[config.mk]
export PLATFORM = sky130hd
export DESIGN_NAME = ram_bubble_sort_ctrl_flat
export DESIGN_NICKNAME = d
export VERILOG_FILES = /design/src/rtl/ram_bubble_sort_ctrl_pkg.sv /design/src/rtl/ram_bubble_sort_ctrl_if.sv /design/src/rtl/ram_bubble_sort_ctrl.sv /design/src/flat_wrapper.sv
export SDC_FILE = /design/constraint.sdc
export NUM_CORES = 1
export LEC_CHECK = 0
export ABC_AREA = 1
export BUFFER_PORTS_ARGS = -buffer_cell sky130_fd_sc_hd__buf_2
export CORE_MARGIN = 2
export CORE_UTILIZATION = 60
export DETAILED_ROUTE_END_ITERATION = 10
export GPL_TIMING_DRIVEN = 1
export PLACE_DENSITY = 0.94
export SLEW_MARGIN = 5
export SYNTH_ARGS = -nofsm -noshare
export SYNTH_HDL_FRONTEND = slang
export SYNTH_SLANG_ARGS = --single-unit
[constraint.sdc]
create_clock -name clk -period 6.2 [get_ports clk]
set_clock_uncertainty 0.05 [all_clocks]
set_input_delay 0 -clock clk [delete_from_list [all_inputs] [get_ports clk]]
set_output_delay 0 -clock clk [all_outputs]
set_load 0.02 [all_outputs]
[src/rtl/ram_bubble_sort_ctrl_pkg.sv]
// Shared definitions for the RAM bubble-sort controller: FSM state encoding
// and the default RAM geometry used by both the controller and the RAM.
package sort_pkg;

  localparam int SORT_ADDR_WDTH = 4;
  localparam int SORT_DATA_WDTH = 32;

  typedef enum logic [2:0] {
    IDLE = 3'd0,
    RD_A = 3'd1,
    RD_B = 3'd2,
    CMP  = 3'd3,
    WR_A = 3'd4,
    WR_B = 3'd5,
    DONE = 3'd6
  } sort_state_t;

endpackage

[src/rtl/ram_bubble_sort_ctrl_if.sv]
// Bundle of the sequencer handshake and the single RAM port owned by the
// sort controller. The master side is the controller; the slave side is
// whatever drives start/len and returns RAM read data.
interface ram_bubble_sort_ctrl_if
  import sort_pkg::*;
#(
  parameter int ADDR_WDTH = SORT_ADDR_WDTH,
  parameter int DATA_WDTH = SORT_DATA_WDTH
);

  logic                        start;
  logic [ADDR_WDTH:0]          len;
  logic                        busy;
  logic                        done;
  logic                        ram_wr_enable;
  logic                        ram_rd_enable;
  logic [ADDR_WDTH-1:0]        ram_address;
  logic signed [DATA_WDTH-1:0] ram_wr_data;
  logic signed [DATA_WDTH-1:0] ram_rd_data;

  modport master (
    input  start, len, ram_rd_data,
    output busy, done, ram_wr_enable, ram_rd_enable, ram_address, ram_wr_data
  );

  modport slave (
    output start, len, ram_rd_data,
    input  busy, done, ram_wr_enable, ram_rd_enable, ram_address, ram_wr_data
  );

endinterface

[src/rtl/ram_bubble_sort_ctrl.sv]
// In-place ascending signed bubble sort of the first len words of a
// single-port synchronous-read RAM. Each pair costs RD_A, RD_B, CMP and,
// when out of order, WR_A and WR_B. All outputs decode from registered
// state so there is no combinational path from inputs to outputs.
// Optional build macro SORT_EARLY_EXIT_EN: finish as soon as a whole pass
// completes without any swap instead of always running len-1 passes.
module ram_bubble_sort_ctrl
  import sort_pkg::*;
#(
  parameter int ADDR_WDTH = SORT_ADDR_WDTH,
  parameter int DATA_WDTH = SORT_DATA_WDTH
) (
  input  logic                   clk,
  input  logic                   rst_n,
  ram_bubble_sort_ctrl_if.master bus
);

  sort_state_t                 state_q, state_d;
  logic [ADDR_WDTH:0]          limit_q, limit_d;
  logic [ADDR_WDTH-1:0]        i_q, i_d;
  logic signed [DATA_WDTH-1:0] reg_a_q, reg_a_d;
  logic signed [DATA_WDTH-1:0] reg_b_q, reg_b_d;
  logic                        swapped_q, swapped_d;

  // Address of the second element of the pair; never wraps because the
  // largest i is len-2.
  logic [ADDR_WDTH-1:0]        i_plus1;
  // Same value widened to compare against the pass limit.
  logic [ADDR_WDTH:0]          i_plus1_ext;
  logic                        advance;
  logic                        last_pass;

  assign i_plus1     = i_q + ADDR_WDTH'(1);
  assign i_plus1_ext = {1'b0, i_q} + (ADDR_WDTH + 1)'(1);

`ifdef SORT_EARLY_EXIT_EN
  assign last_pass = (limit_q == (ADDR_WDTH + 1)'(1)) || !swapped_q;
`else
  assign last_pass = (limit_q == (ADDR_WDTH + 1)'(1));
`endif

  // State and datapath registers; reset returns everything to an idle zero.
  always_ff @(posedge clk or negedge rst_n) begin
    if (!rst_n) begin
      state_q   <= IDLE;
      limit_q   <= '0;
      i_q       <= '0;
      reg_a_q   <= '0;
      reg_b_q   <= '0;
      swapped_q <= 1'b0;
    end else begin
      state_q   <= state_d;
      limit_q   <= limit_d;
      i_q       <= i_d;
      reg_a_q   <= reg_a_d;
      reg_b_q   <= reg_b_d;
      swapped_q <= swapped_d;
    end
  end

  // Next-state and datapath update, including the end-of-pair advance step.
  always_comb begin
    state_d   = state_q;
    limit_d   = limit_q;
    i_d       = i_q;
    reg_a_d   = reg_a_q;
    reg_b_d   = reg_b_q;
    swapped_d = swapped_q;
    advance   = 1'b0;

    case (state_q)
      IDLE: begin
        if (bus.start) begin
          if (bus.len >= (ADDR_WDTH + 1)'(2)) begin
            limit_d   = bus.len - (ADDR_WDTH + 1)'(1);
            i_d       = '0;
            swapped_d = 1'b0;
            state_d   = RD_A;
          end else begin
            state_d = DONE;
          end
        end
      end
      RD_A: state_d = RD_B;
      RD_B: begin
        reg_a_d = bus.ram_rd_data;
        state_d = CMP;
      end
      CMP: begin
        reg_b_d = bus.ram_rd_data;
        if (bus.ram_rd_data < reg_a_q) begin
          swapped_d = 1'b1;
          state_d   = WR_A;
        end else begin
          advance = 1'b1;
        end
      end
      WR_A: state_d = WR_B;
      WR_B: advance = 1'b1;
      DONE: state_d = IDLE;
      default: state_d = IDLE;
    endcase

    if (advance) begin
      if (i_plus1_ext < limit_q) begin
        i_d     = i_plus1;
        state_d = RD_A;
      end else if (last_pass) begin
        state_d = DONE;
      end else begin
        limit_d   = limit_q - (ADDR_WDTH + 1)'(1);
        i_d       = '0;
        swapped_d = 1'b0;
        state_d   = RD_A;
      end
    end
  end

  // Output decode from the registered state only; at most one strobe active.
  always_comb begin
    bus.busy          = (state_q != IDLE);
    bus.done          = (state_q == DONE);
    bus.ram_wr_enable = 1'b0;
    bus.ram_rd_enable = 1'b0;
    bus.ram_address   = '0;
    bus.ram_wr_data   = '0;
    case (state_q)
      RD_A: begin
        bus.ram_rd_enable = 1'b1;
        bus.ram_address   = i_q;
      end
      RD_B: begin
        bus.ram_rd_enable = 1'b1;
        bus.ram_address   = i_plus1;
      end
      WR_A: begin
        bus.ram_wr_enable = 1'b1;
        bus.ram_address   = i_q;
        bus.ram_wr_data   = reg_b_q;
      end
      WR_B: begin
        bus.ram_wr_enable = 1'b1;
        bus.ram_address   = i_plus1;
        bus.ram_wr_data   = reg_a_q;
      end
      default: begin
        bus.ram_wr_enable = 1'b0;
      end
    endcase
  end

endmodule

[src/flat_wrapper.sv]
// flat-port wrapper written by rule: the top's interface ports become plain ports
module ram_bubble_sort_ctrl_flat import sort_pkg::*;
#(
  parameter int ADDR_WDTH = SORT_ADDR_WDTH,
  parameter int DATA_WDTH = SORT_DATA_WDTH
)
  (clk, rst_n, bus_start, bus_len, bus_ram_rd_data, bus_busy, bus_done, bus_ram_wr_enable, bus_ram_rd_enable, bus_ram_address, bus_ram_wr_data);
  ram_bubble_sort_ctrl_if #(.ADDR_WDTH(ADDR_WDTH), .DATA_WDTH(DATA_WDTH)) bus_i ();
  input  logic clk;
  input  logic rst_n;
  input wire logic [$bits(bus_i.start)-1:0] bus_start;
  input wire logic [$bits(bus_i.len)-1:0] bus_len;
  input wire logic [$bits(bus_i.ram_rd_data)-1:0] bus_ram_rd_data;
  output wire logic [$bits(bus_i.busy)-1:0] bus_busy;
  output wire logic [$bits(bus_i.done)-1:0] bus_done;
  output wire logic [$bits(bus_i.ram_wr_enable)-1:0] bus_ram_wr_enable;
  output wire logic [$bits(bus_i.ram_rd_enable)-1:0] bus_ram_rd_enable;
  output wire logic [$bits(bus_i.ram_address)-1:0] bus_ram_address;
  output wire logic [$bits(bus_i.ram_wr_data)-1:0] bus_ram_wr_data;
  assign bus_i.start = bus_start;
  assign bus_i.len = bus_len;
  assign bus_i.ram_rd_data = bus_ram_rd_data;
  assign bus_busy = bus_i.busy;
  assign bus_done = bus_i.done;
  assign bus_ram_wr_enable = bus_i.ram_wr_enable;
  assign bus_ram_rd_enable = bus_i.ram_rd_enable;
  assign bus_ram_address = bus_i.ram_address;
  assign bus_ram_wr_data = bus_i.ram_wr_data;
  ram_bubble_sort_ctrl #(.ADDR_WDTH(ADDR_WDTH), .DATA_WDTH(DATA_WDTH)) u_core (.clk(clk), .rst_n(rst_n), .bus(bus_i));
endmodule
# Yosys cells after proc, flatten, opt, wreduce, memory -nomap -nowiden
# Index checks and enable logic that the tools add are counted.
word_totals:
  ff_bits: 76
  latch_bits: 0
  ramBits: 0
  mem_bits_ro: 0
  out_inout_bits: 40
  wordCells: 54
  mem_count: 0
classes:
  addsub: 4
  mul: 0
  div: 0
  magnitude_cmp: 3
  n_eq_ne: 10
  n_shift: 0
  mux: 25
  bitwise_logic: 0
  n_reduce_logical: 7
op_table:
  columns: ["op", "n"]
  rows:
  - ["$pmux W32 S2", 1]
  - ["$lt A32 B32 Y1", 1]
  - ["$mux W5", 6]
  - ["$mux W4", 6]
  - ["$mux W3", 6]
  - ["$pmux W3 S6", 1]
  - ["$sub A5 B1 Y5 const B", 2]
  - ["$eq A3 B3 Y1 const B", 3]
  - ["$pmux W4 S2", 1]
  - ["$reduce_or A2 Y1", 4]
  - ["$eq A3 B2 Y1 const B", 2]
  - ["$add A4 B1 Y5 const B", 1]
  - ["$eq A5 B1 Y1 const B", 1]
  - ["$ge A5 B2 Y1 const B", 1]
  - ["$lt A5 B5 Y1", 1]
  - ["$add A4 B1 Y4 const B", 1]
  - ["$eq A3 B1 Y1 const B", 1]
  - ["$logic_not A3 Y1", 1]
  - ["$mux W1", 3]
  - ["$ne A3 B1 Y1 const B", 1]
  - ["$ne A3 B2 Y1 const B", 1]
  - ["$reduce_and A3 Y1", 1]
  - ["$reduce_bool A3 Y1", 1]
  - ["$ne A2 B1 Y1 const B", 1]
  - ["$pmux W1 S2", 1]

# Depth between registers and ports, before layout
depth:
  ltp_word: 7
  depth_mapped: 18

# Worst setup path before layout
# No wires, ideal clock.
synth_timing:
  path_type: "reg2reg"
  startpoint: "register u_core.i_q[0]"
  endpoint: "register u_core.limit_q[3]"
  setup_ns: 0.126
  arrival_ns: 1.942
  setup_slack_ns: 4.082
  path_stages_with_launch: 13
  n_path_buf: 1
  synth_period_minus_slack_ns: 2.118
  cell_sequence: "dfrtp_1 > ha_1 > xor2_1 > ha_1 > nand2_1 > inv_1 > o21ai_0 > nand3_1 > clkbuf_1 > nand2_1 > o21ai_1 > nand2_1 > o21ai_0"
synth_between:
  elab_chain_cells: 4
synth_rtl:
  columns: ["item", "line_no", "text"]
  rows:
  - ["from (decl)", "ram_bubble_sort_ctrl.sv:20", "logic [ADDR_WDTH-1:0] i_q, i_d;"]
  - ["from (signal assigned)", "ram_bubble_sort_ctrl.sv:54", "i_q <= i_d;"]
  - ["$add A4 B1 Y5", "ram_bubble_sort_ctrl.sv:34", "assign i_plus1_ext = {1'b0, i_q} + (ADDR_WDTH + 1)'(1);"]
  - ["$lt A5 B5 Y1", "ram_bubble_sort_ctrl.sv:105", "if (i_plus1_ext < limit_q) begin"]
  - ["$mux W5", "ram_bubble_sort_ctrl.sv:105", null]
  - ["$mux W5", "ram_bubble_sort_ctrl.sv:104", "if (advance) begin"]
  - ["via u_core.limit_d[3]", "ram_bubble_sort_ctrl.sv:19", "logic [ADDR_WDTH:0] limit_q, limit_d;"]
  - ["to (signal assigned)", "ram_bubble_sort_ctrl.sv:53", "limit_q <= limit_d;"]
  - ["to (decl)", "ram_bubble_sort_ctrl.sv:19", null]
# The timed path passes the listed nets, and every way through them passes these cells.
# A chain may end at the register's enable or synchronous reset.

# Worst setup path in the final report
layout_timing:
  startpoint: "register u_core.i_q[0]"
  endpoint: "register u_core.i_q[3]"
layout_between:
  elab_chain_cells: 4
  word_cells_on_any_way: 5
  cone_classes: "2 x add/sub; 1 x order compare; 2 x mux"
layout_rtl:
  columns: ["item", "line_no"]
  rows:
  - ["$add A4 B1 Y5", "ram_bubble_sort_ctrl.sv:34"]
  - ["$lt A5 B5 Y1", "ram_bubble_sort_ctrl.sv:105"]
  - ["$mux W4 (*)", "ram_bubble_sort_ctrl.sv:105"]
  - ["$mux W4 (*)", "ram_bubble_sort_ctrl.sv:104"]
  - ["via u_core.i_d[3]", "ram_bubble_sort_ctrl.sv:20"]
# The timed path passes the listed nets; every way through them passes the cells marked *.

==> run metrics <==
delay of the slowest critical-path stage=0.45 ns; ranking of synthesized cells by area=dfrtp_1, nand2_1, ha_1, o21ai_0, inv_1; Synth Warn #=0; # clock sinks=between 70 and 80; fillcell total=between 400 and 500; ratio of cells with drive above 1 in the final layout=~15%; initial antenna violation count=0; DP HPWL=~7.8 mm; Yosys cell types=32; commonest cells in the synthesized netlist=nand2_1, o21ai_0, dfrtp_1; WL final=~12 mm; CP bufs+invs=2; crit share post-route=43.7%; met1 usage=35.5%; wire per inst=14.4 um; total congestion overflow=0; post-cts resize count=0; fraction of registers with async set/reset=100%; VDD IR max=about 0.25 mV; pin count of the biggest net entering global routing=slightly below 80; TritonCTS clock tree=yes; crit path capture type=flip-flop; #FFs+latches synth=76; Tmin final=2.71 ns; DRT iter0 DRCs=380; Slowest-stage cell, CP=dfrtp_1; crit-path leading delay family=simple AND/OR/NAND/NOR gates; Tightest Pin Transition=between 1 and 1.5 ns; Slew Limit Fails=0; CP cell instances=ha_1 -> xor2_1 -> ha_1 -> nand2_1 -> inv_1 -> o21ai_0 -> nand3_1 -> inv_1 -> nor3_1 -> o21ai_0 -> o21ai_0; Setup CP Type=flip-flop to flip-flop; post-synthesis sequential area ratio=between 40% and 50%; H-tree levels=3; CP required=between 6 and 7 ns; GRT busiest layer=met2; Relative slew margins=18.5%; most frequent cell after synthesis=nand2_1; met2 usage=50.1%; Antenna Nets Post-Route=0; hold crit path type=input pin to flip-flop; synthesized cell area=4610 um2; fin nets=about 800; clk slew on worst S/H paths=0.08 ns; syn nets=699; Post-synth EDFFs=0; vias in the first global route=4376; Final Power=roughly 2.5 mW; startpoint types=flip-flop; Mapped Cells=about 620; Area Overhead vs Synth=21.2%; post-synth top area cell=dfrtp_1; Final Hold Viols=0; Total GRT Usage=29.1%; first-pass GRT wire length=around 20 mm; unrepaired setup endpoints after global routing=false; Die H=approximately 90 um; root buffer cell=clkbuf_8; Core ar.=7330 um2; status=completed; die area=about 8400 um2; Crit path arrival time=just under 3 ns; die width=91.6 um; buffer depth of the longest clock path=2; row count=31; post-synth top area share=between 40% and 50%; Pre-antenna DRT Iters=5; final setup fails=0; CTS buffer count=9; DRC viols=0; GPL Wtd Cong=about 0.89; Most Frequent Cell on Critical Path=o21ai_0; Boundary Pins=80; LEAKAGE=2.92 nW; met3 Resource Use GR=under 10%; IO Port Bufs=79; average size of a mapped cell=7.44 um2; Initial Util=a little over three fifths; ys flop type=dfrtp_1; ANT cells=0; Vias=4578; PD cells=between 400 and 500 nW/um2; Final TNS setup=0 ns; vias per cell=5.54; # Max-Cap Violations=0; CP Max Fanout=15; Clock Latency Late Sink=about 0.36 ns; Max Fclk=369 MHz
## cell usage in the layout, fill, tap and decap left out, types with 8 or more instances in the layout
| cell | Yosys | layout |
|---|---|---|
| nand2_1 | 225 | 225 |
| o21ai_0 | 89 | 89 |
| buf_2 | 2 | 78 |
| dfrtp_1 | 76 | 76 |
| inv_1 | 67 | 67 |
| ha_1 | 40 | 40 |
| dlygate4sd3_1 | 0 | 34 |
| a21oi_1 | 23 | 23 |
| nor2_1 | 22 | 21 |
| clkbuf_8 | 0 | 12 |
| xor2_1 | 8 | 8 |
| nand3_1 | 8 | 8 |
## report_power, final
part	switching, mW	total, mW	internal (mW)
registers	0.126	0.863	0.737
logic	0.868	1.30	0.435
clock network	0.188	0.365	0.176
total	1.18	2.53	1.35
## flip-flops by register name, indices dropped and copies added (netlist names)
register / flops
u_core.reg_a_q: 32
u_core.state_q: 3
u_core.i_q: 4
u_core.reg_b_q: 32
u_core.limit_q: 5
## cell type report
| cell class | instances | area [um2] | area share (%) |
|---|---|---|---|
| Clock inverter | 4 | 22.5 | 0.403 |
| Tap cell | 99 | 124 | 2.22 |
| Inverter | 71 | 267 | 4.77 |
| Timing Repair Buffer | 115 | 753 | 13.5 |
| Multi-Input combinational cell | 450 | 2350 | 42.1 |
| Clock buffer | 12 | 165 | 2.96 |
| Sequential cell | 76 | 1900 | 34.0 |
## logic make-up (layout without fill, tap and decap cells)
logic type | Yosys count | after routing | synth area share [%]
compound gates | 127 | 127 | 14.3
xor+xnor | 8 | 8 | 1.52
fa+ha+maj | 40 | 40 | 10.9
buf+inv | 93 | 202 | 7.82
flops | 76 | 76 | 41.3
simple gates | 275 | 275 | 24.2
## worst min-delay path, cell delays in order
cell	delay, ns
buf_2	0.11
nor3_2	0.06
a31oi_1	0.18
a21oi_1	0.09
## metrics by stage
stage | instances | setup WS (ns) | hold slack, ns | util [%] | instance area (um2)
global placement | 777 | 3.73 | 0.147 | 69.0 | 5060
floorplan | 619 | 4.08 | -0.346 | - | 4610
global route | 827 | 3.35 | 0.0408 | 76.2 | 5590
detailed placement | 777 | 3.58 | 0.156 | 69.0 | 5060
CTS | 827 | 3.54 | 0.0379 | 76.2 | 5590
finish | 827 | 3.49 | 0.0735 | 76.2 | 5590
## path summary, 6_finish.rpt
check | cells past startpoint | endpoint | slack, ns | start
hold / removal | 4 | u_core.state_q[1] | 0.07 | bus_len[4]
hold reg to reg | 2 | u_core.reg_b_q[24] | 0.42 | u_core.reg_b_q[24]
setup reg to reg | 11 | u_core.i_q[3] | 3.49 | u_core.i_q[0]
max in group asynchronous | 2 | u_core.reg_b_q[1] | 5.21 | rst_n
setup / recovery | 11 | u_core.i_q[3] | 3.49 | u_core.i_q[0]
min in group asynchronous | 2 | u_core.reg_a_q[25] | 0.29 | rst_n
## routing by layer
layer  wire length (um)  up-vias
li1                   -     2180
met1               4700     2144
met2               6110      220
met3                782       34
met4                340        0
met5                  0        -
## what timing repair did
action,in CTS,in global routing
setup buffers,0,0
hold endpoints to repair,143,0
hold buffers,34,0
Power figures use the tool's default switching activity.
